[config.mk]
export PLATFORM = sky130hd
export DESIGN_NAME = vga_timing_gen
export DESIGN_NICKNAME = d
export VERILOG_FILES = /design/src/rtl/vga_timing_pkg.sv /design/src/rtl/vga_axis_counter.sv /design/src/rtl/vga_timing_gen.sv
export SDC_FILE = /design/constraint.sdc
export NUM_CORES = 1
export LEC_CHECK = 0
export CAP_MARGIN = 20
export CORE_MARGIN = 1
export CORE_UTILIZATION = 30
export CTS_CLUSTER_DIAMETER = 60
export DETAILED_ROUTE_END_ITERATION = 8
export HOLD_SLACK_MARGIN = 0.05
export PLACE_DENSITY = 0.53
export SLEW_MARGIN = 15
export SYNTH_ARGS = -nofsm -noshare
export SYNTH_HDL_FRONTEND = slang
export SYNTH_SLANG_ARGS = --single-unit
[constraint.sdc]
create_clock -name clk_25MHz -period 3.5 [get_ports clk_25MHz]
set_clock_uncertainty 0.1 [all_clocks]
set_input_delay 0.525 -clock clk_25MHz [delete_from_list [all_inputs] [get_ports clk_25MHz]]
set_output_delay 0.525 -clock clk_25MHz [all_outputs]
set_load 0.05 [all_outputs]
[src/rtl/vga_timing_pkg.sv]
// Shared VGA timing types: per-axis porch/sync description, default 640x480@60 timings
// and the helper that turns an axis description into its total period.
package vga_timing_pkg;

    typedef struct packed {
        int active;
        int fp;
        int sync;
        int bp;
    } vga_axis_t;

    localparam vga_axis_t VGA_640X480_H = '{active: 640, fp: 16, sync: 96, bp: 48};
    localparam vga_axis_t VGA_640X480_V = '{active: 480, fp: 10, sync: 2,  bp: 33};

    function automatic int axis_total(vga_axis_t a);
        return a.active + a.fp + a.sync + a.bp;
    endfunction

endpackage

[src/rtl/vga_axis_counter.sv]
// One raster axis: wrapping position counter with registered sync, active and
// last-position flags, all decoded from the next count so they line up with it.
module vga_axis_counter
    import vga_timing_pkg::*;
#(
    parameter vga_axis_t AXIS  = VGA_640X480_H,
    parameter bit        POL   = 1'b0,
    parameter int        CNT_W = 16
) (
    input  logic             clk_25MHz,
    input  logic             rst,
    input  logic             ce,
    output logic [CNT_W-1:0] count,
    output logic             sync,
    output logic             active,
    output logic             wrap
);

    localparam int TOTAL = axis_total(AXIS);
    localparam logic [CNT_W-1:0] LAST       = CNT_W'(TOTAL - 1);
    localparam logic [CNT_W-1:0] ACT_END    = CNT_W'(AXIS.active);
    localparam logic [CNT_W-1:0] SYNC_START = CNT_W'(AXIS.active + AXIS.fp);
    localparam logic [CNT_W-1:0] SYNC_END   = CNT_W'(AXIS.active + AXIS.fp + AXIS.sync);

    logic [CNT_W-1:0] count_next;
    logic             in_sync_next;

    always_comb begin
        count_next = count;
        if (ce) begin
            count_next = (count == LAST) ? '0 : count + CNT_W'(1);
        end
        in_sync_next = (count_next >= SYNC_START) && (count_next < SYNC_END);
    end

    // wrap only arms on a real advance, so the parked post-reset position never strobes
    always_ff @(posedge clk_25MHz) begin
        if (rst) begin
            count  <= LAST;
            sync   <= ~POL;
            active <= 1'b0;
            wrap   <= 1'b0;
        end else begin
            count  <= count_next;
            sync   <= in_sync_next ? POL : ~POL;
            active <= (count_next < ACT_END);
            if (ce) begin
                wrap <= (count_next == LAST);
            end
        end
    end

endmodule

[src/rtl/vga_timing_gen.sv]
// VGA raster timing generator: horizontal and vertical axis counters, syncs, display enable
// and line/frame strobes. Define VGA_FRAME_CNT_EN to add the completed-frame counter port.
module vga_timing_gen
    import vga_timing_pkg::*;
#(
    parameter int H_ACTIVE  = 640,
    parameter int H_FP      = 16,
    parameter int H_SYNC    = 96,
    parameter int H_BP      = 48,
    parameter int V_ACTIVE  = 480,
    parameter int V_FP      = 10,
    parameter int V_SYNC    = 2,
    parameter int V_BP      = 33,
    parameter bit HSYNC_POL = 1'b0,
    parameter bit VSYNC_POL = 1'b0,
    parameter int CNT_W     = 16,
    parameter int FRAME_W   = 8
) (
    input  logic               clk_25MHz,
    input  logic               rst,
    input  logic               ce,
    output logic [CNT_W-1:0]   h_count,
    output logic [CNT_W-1:0]   v_count,
    output logic               hsync,
    output logic               vsync,
    output logic               de,
    output logic               line_end,
    output logic               frame_end
`ifdef VGA_FRAME_CNT_EN
    ,
    output logic [FRAME_W-1:0] frame_cnt
`endif
);

    localparam vga_axis_t H_AXIS = '{active: H_ACTIVE, fp: H_FP, sync: H_SYNC, bp: H_BP};
    localparam vga_axis_t V_AXIS = '{active: V_ACTIVE, fp: V_FP, sync: V_SYNC, bp: V_BP};
    localparam int H_TOTAL = axis_total(H_AXIS);
    localparam int V_TOTAL = axis_total(V_AXIS);

    if ((64'd1 << CNT_W) < 64'(H_TOTAL) || (64'd1 << CNT_W) < 64'(V_TOTAL) || FRAME_W < 1)
    begin : g_width_check
        $error("vga_timing_gen: CNT_W too small for timing totals, or FRAME_W < 1");
    end

    logic h_active, v_active;
    logic h_wrap, v_wrap;
    logic h_last;
    logic v_ce;

    // v steps on the edge that takes h from its last position back to 0
    assign h_last = (h_count == CNT_W'(H_TOTAL - 1));
    assign v_ce   = ce & h_last;

    vga_axis_counter #(
        .AXIS  (H_AXIS),
        .POL   (HSYNC_POL),
        .CNT_W (CNT_W)
    ) u_h_axis (
        .clk_25MHz (clk_25MHz),
        .rst       (rst),
        .ce        (ce),
        .count     (h_count),
        .sync      (hsync),
        .active    (h_active),
        .wrap      (h_wrap)
    );

    vga_axis_counter #(
        .AXIS  (V_AXIS),
        .POL   (VSYNC_POL),
        .CNT_W (CNT_W)
    ) u_v_axis (
        .clk_25MHz (clk_25MHz),
        .rst       (rst),
        .ce        (v_ce),
        .count     (v_count),
        .sync      (vsync),
        .active    (v_active),
        .wrap      (v_wrap)
    );

    assign de        = h_active & v_active;
    assign line_end  = h_wrap & ce & ~rst;
    assign frame_end = line_end & v_wrap;

`ifdef VGA_FRAME_CNT_EN
    always_ff @(posedge clk_25MHz) begin
        if (rst) begin
            frame_cnt <= '0;
        end else if (frame_end) begin
            frame_cnt <= frame_cnt + FRAME_W'(1);
        end
    end
`endif

endmodule
# Yosys cells after proc, flatten, opt, wreduce, memory -nomap -nowiden
# Cells that the tools add are included.
[totals]
reg_bits = 38
in_bits = 3
elab_cells = 34
[op_classes]
add_sub_neg = 2
order_cmp = 6
n_eq_ne = 4
muxes = 6
bitwise = 6
n_reduce_logical = 2
[op_table]
columns = ["op", "count"]
rows = [
  ["== test 16 x 10 -> 1 bit (second input constant)", 4],
  ["two-way mux 16 bit", 4],
  ["adder 16 x 1 -> 16 bit (second input constant)", 2],
  ["< comparator 16 x 10 -> 1 bit (second input constant)", 2],
  ["< comparator 16 x 9 -> 1 bit (second input constant)", 2],
  ["greater-or-equal comparator 16 x 10 -> 1 bit (second input constant)", 1],
  ["greater-or-equal comparator 16 x 9 -> 1 bit (second input constant)", 1],
  ["bitwise AND 1 bit", 5],
  ["logical AND 1 bit", 2],
  ["two-way mux 1 bit", 2],
  ["inverter 1 bit", 1],
]

# Depth between registers and ports, before layout
# Gate-level depths: netlist of run 1.
[depth]
ltp_word = 6
ltp_mapped = 9

# Modules after synthesis
# From an unflattened synthesis of run 1, not the netlist that was laid out.
[unflattened]
cells_unflattened = 316
hier_area_um2 = 2626.3
[modules_own_cells]
columns = ["mod", "n_inst", "cells_per_inst", "area_each_um2", "seq_area_each_um2"]
rows = [
  ["vga_axis_counter at u_v_axis", 1, 161, 1308.8, 380.4],
  ["vga_axis_counter at u_h_axis", 1, 144, 1243.7, 380.4],
  ["vga_timing_gen", 1, 11, 73.8, 0.0],
]

# Least setup slack after synthesis of run 1
# Ideal clock, no wire load.
[synth_timing]
path_type = "register to register"
startpoint = "register u_h_axis.count[0]"
endpoint = "register u_v_axis.sync"
setup_time_ns = 0.134
arrival_time_ns = 2.796
t_required_ns = 3.266
setup_slack_ns = 0.470
stages_incl_launch_ff = 8
path_buffers = 0
period_less_slack_ns = 3.030
cell_sequence = "dfxtp_1 > ha_1 > nor4b_1 > nand4_1 > nor4_1 > mux2i_1 > nand4_1 > or4b_1"
[synth_via]
elab_chain_len = 6
[synth_rtl]
columns = ["item", "line", "rtl"]
rows = [
  ["start: declaration", "vga_axis_counter.sv:13", "output logic [CNT_W-1:0] count,"],
  ["start signal: assignment", "vga_axis_counter.sv:44", "count <= count_next;"],
  ["== test 16 x 10 -> 1 bit *", "vga_timing_gen.sv:51", "assign h_last = (h_count == CNT_W'(H_TOTAL - 1));"],
  ["bitwise AND 1 bit *", "vga_timing_gen.sv:52", "assign v_ce = ce & h_last;"],
  ["two-way mux 16 bit *", "vga_axis_counter.sv:30", "if (ce) begin"],
  ["greater-or-equal comparator 16 x 9 -> 1 bit or < comparator 16 x 9 -> 1 bit (tied branches)", "vga_axis_counter.sv:33", "in_sync_next = (count_next >= SYNC_START) && (count_next < SYNC_END);"],
  ["logical AND 1 bit *", "vga_axis_counter.sv:33", ""],
  ["two-way mux 1 bit *", "vga_axis_counter.sv:45", "sync <= in_sync_next ? POL : ~POL;"],
  ["end signal: assignment", "vga_axis_counter.sv:40", "sync <= ~POL;"],
  ["end signal: assignment", "vga_axis_counter.sv:45", ""],
  ["end: declaration", "vga_axis_counter.sv:14", "output logic sync,"],
]
# Every way passes the cells marked *; elsewhere a longest branch is shown, timed or not.
# A chain may end at the register's enable or synchronous reset.

# Worst setup path in the final report of run 1
# Same ends and word-level chain as after synthesis.

==> impl_results.md, run 1 <==
- Seq cells post-synth: 38
- CTS tree: done
- P_leak: 1.00 nW
- Worst Max-Slew Pin Slew: 0.580 ns
- CP Class: flop to flop
- Placed cell count: 424
- Nets: 338
- Seq pwr share: 34.6%
- Total gr overflow: 0
- Final ANT Viol Nets: 0
- TritonRoute pass-1 iters: 4
- Root Driver: clkbuf_8
- Pint: 908 µW
- Final setup viols: 0
- Synth Cell Area: 2300 µm²
- CTS buffer count: 5
- Via count of the first global-routing pass: 2024
- Proportion of layout cells with a drive suffix above 1: 8.41%
- Worst R2R Start: u_h_axis.count[0]
- Initial antenna violation count: 0
- Port Buffers: 39
- Clock Sinks: 38
- Cts hold-fix bufs: 0
- Worst Setup End Kind: flop
- Post-Route WL: 6300 µm
- # resized after CTS: 0
- Worst rel slew slack: 61.0%
- Max-slew violations: 0
- Via count: 2267
- Pin count of the biggest net entering global routing: 20
- Wire length of the first global-routing pass: 10100 µm
- Seq/Total Area, Yosys: 33.1%
- I/O pin count: 40
- Crit-path max FO: 6
- DPL Wire Length: 4590 µm
- Chip height: 89.5 µm
- Area contributors post-synth: dfxtp_1, xnor2_1, nand2_1, nor2_1, xor2_1
- YS warnings: 0
- Fin crit period: 2.97 ns
- DRT iter0 DRCs: 144
- Setup crit start: u_h_axis.count[0]
- FILL cells: 751
- Mapped Cells: 290
- WL/cell: 14.6 µm
- Fin cells: 432
- Core Area: 7330 µm²
- Max Cap Viol: 0
- Clock buffer depth: 2
- WP data arrival: 3.06 ns
- Switching share of power: 46.2%
- Crit path required time: 3.59 ns
- Switch Pwr: 780 µW
- Hold WC Path Type: flop to flop
- Clock Latency Late Sink: 0.30 ns
- Clk slew on worst S/H paths: 0.09 ns
- Top cell type by total area after synthesis: dfxtp_1
- Synth top area share: 33.1%
- Ys async rst share: 0%
- Peak VDD IR: 375 µV
- Post-synth top flop: dfxtp_1
- Post-Syn Area per Cell: 7.93 µm²
- Flop2flop setup slack: 0.53 ns
- Worst hold path cell count: 2
- Hold_sp: u_h_axis.wrap
- Comb power frac: 46.7%
- Die area: 8020 µm²
- Worst reg2reg endpoint: u_v_axis.sync
- # DRC: 0
- DIE WIDTH: 89.5 µm
- Reg2Reg Depth: 7
- Worst hold path endpoint: u_h_axis.wrap
- # diodes: 0
- H-tree depth: 2
- Setup total negative slack: 0 ns
- Period utilization: 84.9%
- Clock power share: 18.7%
- Site Rows: 31
- FMAX: 337 MHz
- DR vias/cell: 5.25
- Starting density of the core: 31.4%
- Number of synthesized flops with an enable pin: 0
- Total Routing Usage GR: 16.6%
- Status: finished clean
- Post-Route Utilization: 39.7%
- Routability congestion estimate from global placement: 0.819
- Final Hold Viols: 0
- Startpoint Class: flop
- RSZ-0062 raised after global routing: no
- Setup repair bufs after CTS: 0
- Netlist cell types: 54
- Post-synthesis net count: 296
- Synth-to-Final Area Change: 26.6%
- P per Cell Area: 580 nW/µm²
critical path, stage by stage (launching register included):
cell and delay (ns):
dfxtp_1 0.43, ha_1 0.27, nor4b_1 0.32, nand4_1 0.26, nor4_1 0.55, mux2i_1 0.29, nand4_1 0.12, or4b_1 0.52
routing by layer:
layer	part of all wire, %	vias up	global-route usage, %
met5	0	-	0
met4	1.2	0	4.62
met3	4.4	9	2.95
met2	48	68	28.0
met1	46	1057	21.6
li1	-	1133	-
cell type report:
class                   instances  area, µm²  share of cell area [%]
well taps                      99        124                    4.26
clock buffers                   6       72.6                    2.49
inverters                       9       33.8                    1.16
flip-flops and latches         38        761                    26.2
clock inverters                 2       13.8                   0.473
multi-input cells             230       1440                    49.5
repair buffers                 48        465                    16.0
power groups by stage:
stage / sequential, mW / clock (mW) / combinational [mW]
3_5_place_dp: 0.592 / 0 / 0.783
6_report: 0.584 / 0.315 / 0.789
5_1_grt: 0.598 / 0.345 / 0.849
4_1_cts: 0.583 / 0.324 / 0.786
3_3_place_gp: 0.594 / 0 / 0.787
2_1_floorplan: 0.715 / 0 / 0.436
worst max-delay path by stage:
stage / endpoint / cells after the start / slack [ns]
finish: u_v_axis.sync / 7 / 0.53
global route: u_v_axis.sync / 7 / 0.25
CTS: u_v_axis.sync / 7 / 0.52
detailed placement: u_v_axis.sync / 7 / 0.36
global placement: u_v_axis.sync / 7 / 0.43
floorplan: u_v_axis.sync / 7 / 0.47
Yosys cell counts (3+ instances only):
cell type,instances
a21oi_1,11
and3_1,8
and4_1,3
buf_2,4
clkbuf_1,6
dfxtp_1,38
ha_1,3
inv_1,9
mux2i_1,4
nand2_1,36
nand2b_1,3
nand3_1,13
nand4_1,15
nor2_1,29
nor3_1,12
nor4_1,8
o21ai_0,8
o21ai_1,3
or2_2,3
xnor2_1,17
xor2_1,11
logic make-up after synthesis:
family                   Yosys count  share of synthesized area, %
AND/OR/NAND/NOR                  154                          36.9
AO/OA/AOI/OAI                     41                          11.7
flip-flops                        38                          33.1
XOR/XNOR                          28                          10.7
buffers and inverters             22                          4.30
multiplexers                       4                          1.74
adder cells (fa/ha/maj)            3                          1.63
flip-flops by register name, indices dropped and copies added, names as in the netlist:
register	count
u_h_axis.count	16
u_v_axis.count	16
u_h_axis.active	1
u_h_axis.sync	1
u_h_axis.wrap	1
u_v_axis.active	1
u_v_axis.sync	1
u_v_axis.wrap	1
cell usage in the layout, fill, tap and decap left out, types with 2 or more instances in the layout:
cell / n
nor4b_1: 2
ha_1: 3
a21oi_1: 11
nand3_1: 13
nand3b_1: 2
nand4_1: 15
nand2_1: 36
dfxtp_1: 38
o221ai_1: 2
nor3b_1: 2
xor2_1: 11
and3_1: 8
o21ai_1: 3
xnor2_1: 17
nor4_1: 8
nor4_4: 2
clkdlybuf4s50_1: 37
or3_1: 2
or2_2: 3
o31ai_1: 2
nand2b_1: 3
o211ai_1: 2
clkbuf_8: 5
nor3_1: 12
mux2i_1: 4
o311ai_0: 2
inv_1: 9
buf_4: 10
o22ai_1: 2
and2_1: 2
and4_1: 3
o21ai_0: 8
or2_1: 2
nor2_1: 29
nor2b_1: 2
stage by stage:
| step | worst slack [ns] | hold slack (ns) | power, mW | area [µm²] |
|---|---|---|---|---|
| floorplan | 0.470 | 0.333 | 1.15 | 2300 |
| global placement | 0.431 | 0.354 | 1.38 | 2820 |
| detailed placement | 0.360 | 0.359 | 1.38 | 2820 |
| CTS | 0.523 | 0.372 | 1.69 | 2910 |
| global route | 0.252 | 0.411 | 1.79 | 2910 |
| finish | 0.529 | 0.369 | 1.69 | 2910 |
(Power assumes the default switching activity.)
==> run 2, diff against run 1 <==
- PLACE_DENSITY: 0.53 -> 0.55
- clock period: 3.5 -> 2.5 ns (I/O delays scaled with it)
==> run 2 against run 1 <==
Net effect: the flow now finishes with violations (setup timing); clock power rose by 44%; fmax rose by 19%; critical path depth rose by 1; power rose by 58%; wire length rose by 10%; critical endpoint unchanged; worst setup slack got worse by 0.54 ns; final cell count rose by 11%; critical path type unchanged; highest routed layer unchanged; register-to-register slack got worse by 0.54 ns.
==> impl_results.md, run 2 (same netlist as run 1, synthesis figures left out) <==
- Wire length of the first global-routing pass: 11500 µm (+14%)
- Worst Max-Slew Pin Slew: 0.505 ns (-0.0752 ns)
- Worst rel slew slack: 66.3% (+5.3 points)
- Worst R2R Start: u_h_axis.count[1]
- P_leak: 1.30 nW (+30%)
- DRT iter0 DRCs: 131 (-9.0%)
- Most frequent cells in the layout: buf_4, nand2_1, clkdlybuf4s50_1, nor2_1
- Via count: 2444 (+7.8%)
- Site Rows: 31 (unchanged)
- Total gr overflow: 0 (unchanged)
- Via count of the first global-routing pass: 2372 (+17%)
- Pin count of the biggest net entering global routing: 14 (-30%)
- Crit-path cells: ha_4, nor4b_4, nand4_1, buf_6, nor3_4, mux2i_2, nand4_1, or4b_1
- Starting density of the core: 31.4% (unchanged)
- I/O pin count: 40 (unchanged)
- Initial antenna violation count: 0 (unchanged)
- Max Cap Viol: 0 (unchanged)
- Final ANT Viol Nets: 0 (unchanged)
- Worst path max stage delay: 0.55 ns (about the same)
- Setup total negative slack: -0.00633 ns (-0.00633 ns)
- Hold slack: 0.371 ns (+0.00268 ns)
- Final Power: 2.67 mW (+58%)
- FILL cells: 736 (-2.0%)
- Setup crit start: u_h_axis.count[1]
- DPL Wire Length: 5320 µm (+16%)
- Period utilization: 100% (+15 points)
- DR vias/cell: 5.08 (-3.2%)
- Startpoint Class: flop
- Cts hold-fix bufs: 0 (unchanged)
- Core Area: 7330 µm² (unchanged)
- Hold WC Path Type: flop to flop
- Biggest regs: u_h_axis.count (16), u_v_axis.count (16)
- Final Hold Viols: 0 (unchanged)
- Routability congestion estimate from global placement: 0.827 (+1.0%)
- Root Driver: clkbuf_8
- Port Buffers: 39 (unchanged)
- Status: finished, violations left
- P per Cell Area: 786 nW/µm² (+35%)
- # diodes: 0 (unchanged)
- H-tree depth: 2 (unchanged)
- CTS buffer count: 5 (unchanged)
- Clk slew on worst S/H paths: 0.08 ns (about the same)
- Final setup viols: 1 (+1)
- FMAX: 399 MHz (+19%)
- CP Class: flop to flop
- Finished Cell Area: 3390 µm² (+17%)
- Most common cell after layout, fill and taps aside: buf_4
- Max-slew violations: 0 (unchanged)
- Flop2flop setup slack: -0.006 ns (-0.54 ns)
- TritonRoute pass-1 iters: 4 (unchanged)
- # DRC: 0 (unchanged)
- Crit-path max FO: 6 (unchanged)
- WP data arrival: 2.57 ns (-0.49 ns)
- Clock buffer depth: 2 (unchanged)
- Worst path slowest cell: or4b_1
- Fin crit period: 2.51 ns (-0.465 ns)
- Proportion of layout cells with a drive suffix above 1: 27.0% (+19 points)
- Nets: 387 (+14%)
- RSZ-0062 raised after global routing: yes
- Cell mode on critical path: nand4_1
- Chip height: 89.5 µm (unchanged)
- CTS tree: done
- Synth-to-Final Area Change: 47.7%
- PnR worst setup slack: -0.00633 ns (-0.535 ns)
- Worst Setup End Kind: flop
- Die area: 8020 µm² (unchanged)
- Hold_sp: u_h_axis.wrap
- Peak VDD IR: 608 µV (+62%)
- DIE WIDTH: 89.5 µm (unchanged)
- WL/cell: 14.5 µm (-0.82%)
- Clock Sinks: 38 (unchanged)
- Failing checks: setup timing
- Crit path required time: 2.56 ns (-1.03 ns)
- Clock Latency Late Sink: 0.29 ns (about the same)
- Post-Route Utilization: 46.3% (+6.6 points)
- Total Routing Usage GR: 18.8% (+2.2 points)
- Post-Route WL: 6960 µm (+10%)
- DP Area: 3270 µm² (+16%)
==> run 2: power by group <==
group | internal, mW | leakage, nW | switching (mW)
Sequential | 0.702 | 0.312 | 0.105
Combinational | 0.589 | 0.943 | 0.819
Clock | 0.223 | 0.0482 | 0.230
Total | 1.51 | 1.30 | 1.15
==> run 2: final cells by class <==
type | count | area (µm²) | share of cell area [%]
Inverter | 9 | 33.8 | 0.995
Multi-Input combinational cell | 230 | 1500 | 44.1
Timing Repair Buffer | 97 | 852 | 25.1
Clock inverter | 1 | 5.00 | 0.147
Clock buffer | 7 | 86.3 | 2.54
Sequential cell | 38 | 797 | 23.5
Tap cell | 99 | 124 | 3.65
==> run 2: worst paths after layout <==
path              cells after the start            end
setup / recovery                      8  u_v_axis.sync
setup reg to reg                      8  u_v_axis.sync
hold reg to reg                       2  u_h_axis.wrap
hold / removal                        2  u_h_axis.wrap
==> run 2: per-layer routing <==
metal / global-route usage [%] / share of wire [%] / up-vias / wire, µm
li1: - / - / 1231 / -
met1: 23.6 / 45 / 1146 / 3100
met2: 33.0 / 50 / 56 / 3470
met3: 3.32 / 4.3 / 11 / 301
met4: 5.19 / 1.3 / 0 / 89
met5: 0 / 0 / - / 0
==> run 2: worst max-delay path: cells and delay by family (launching register included) <==
kind / cells / cell delay, ns
simple gates: 5 / 1.33
flops: 1 / 0.36
mux: 1 / 0.28
buf+inv: 1 / 0.18
fa+ha+maj: 1 / 0.14
==> run 2: metrics by stage <==
stage	std cells	setup slack (ns)
6_report	481	-0.00633
5_1_grt	481	-0.110
4_1_cts	480	0.00204
3_5_place_dp	471	-0.298
3_3_place_gp	471	-0.229
2_1_floorplan	290	0.00132
==> run 2: what timing repair did <==
action | 4_1_cts | 5_1_grt
pin swaps | 3 | 4
gates resized for setup | 2 | 2
setup endpoints to repair | 1 | 2
setup buffers | 1 | 1
gates cloned | 0 | 0
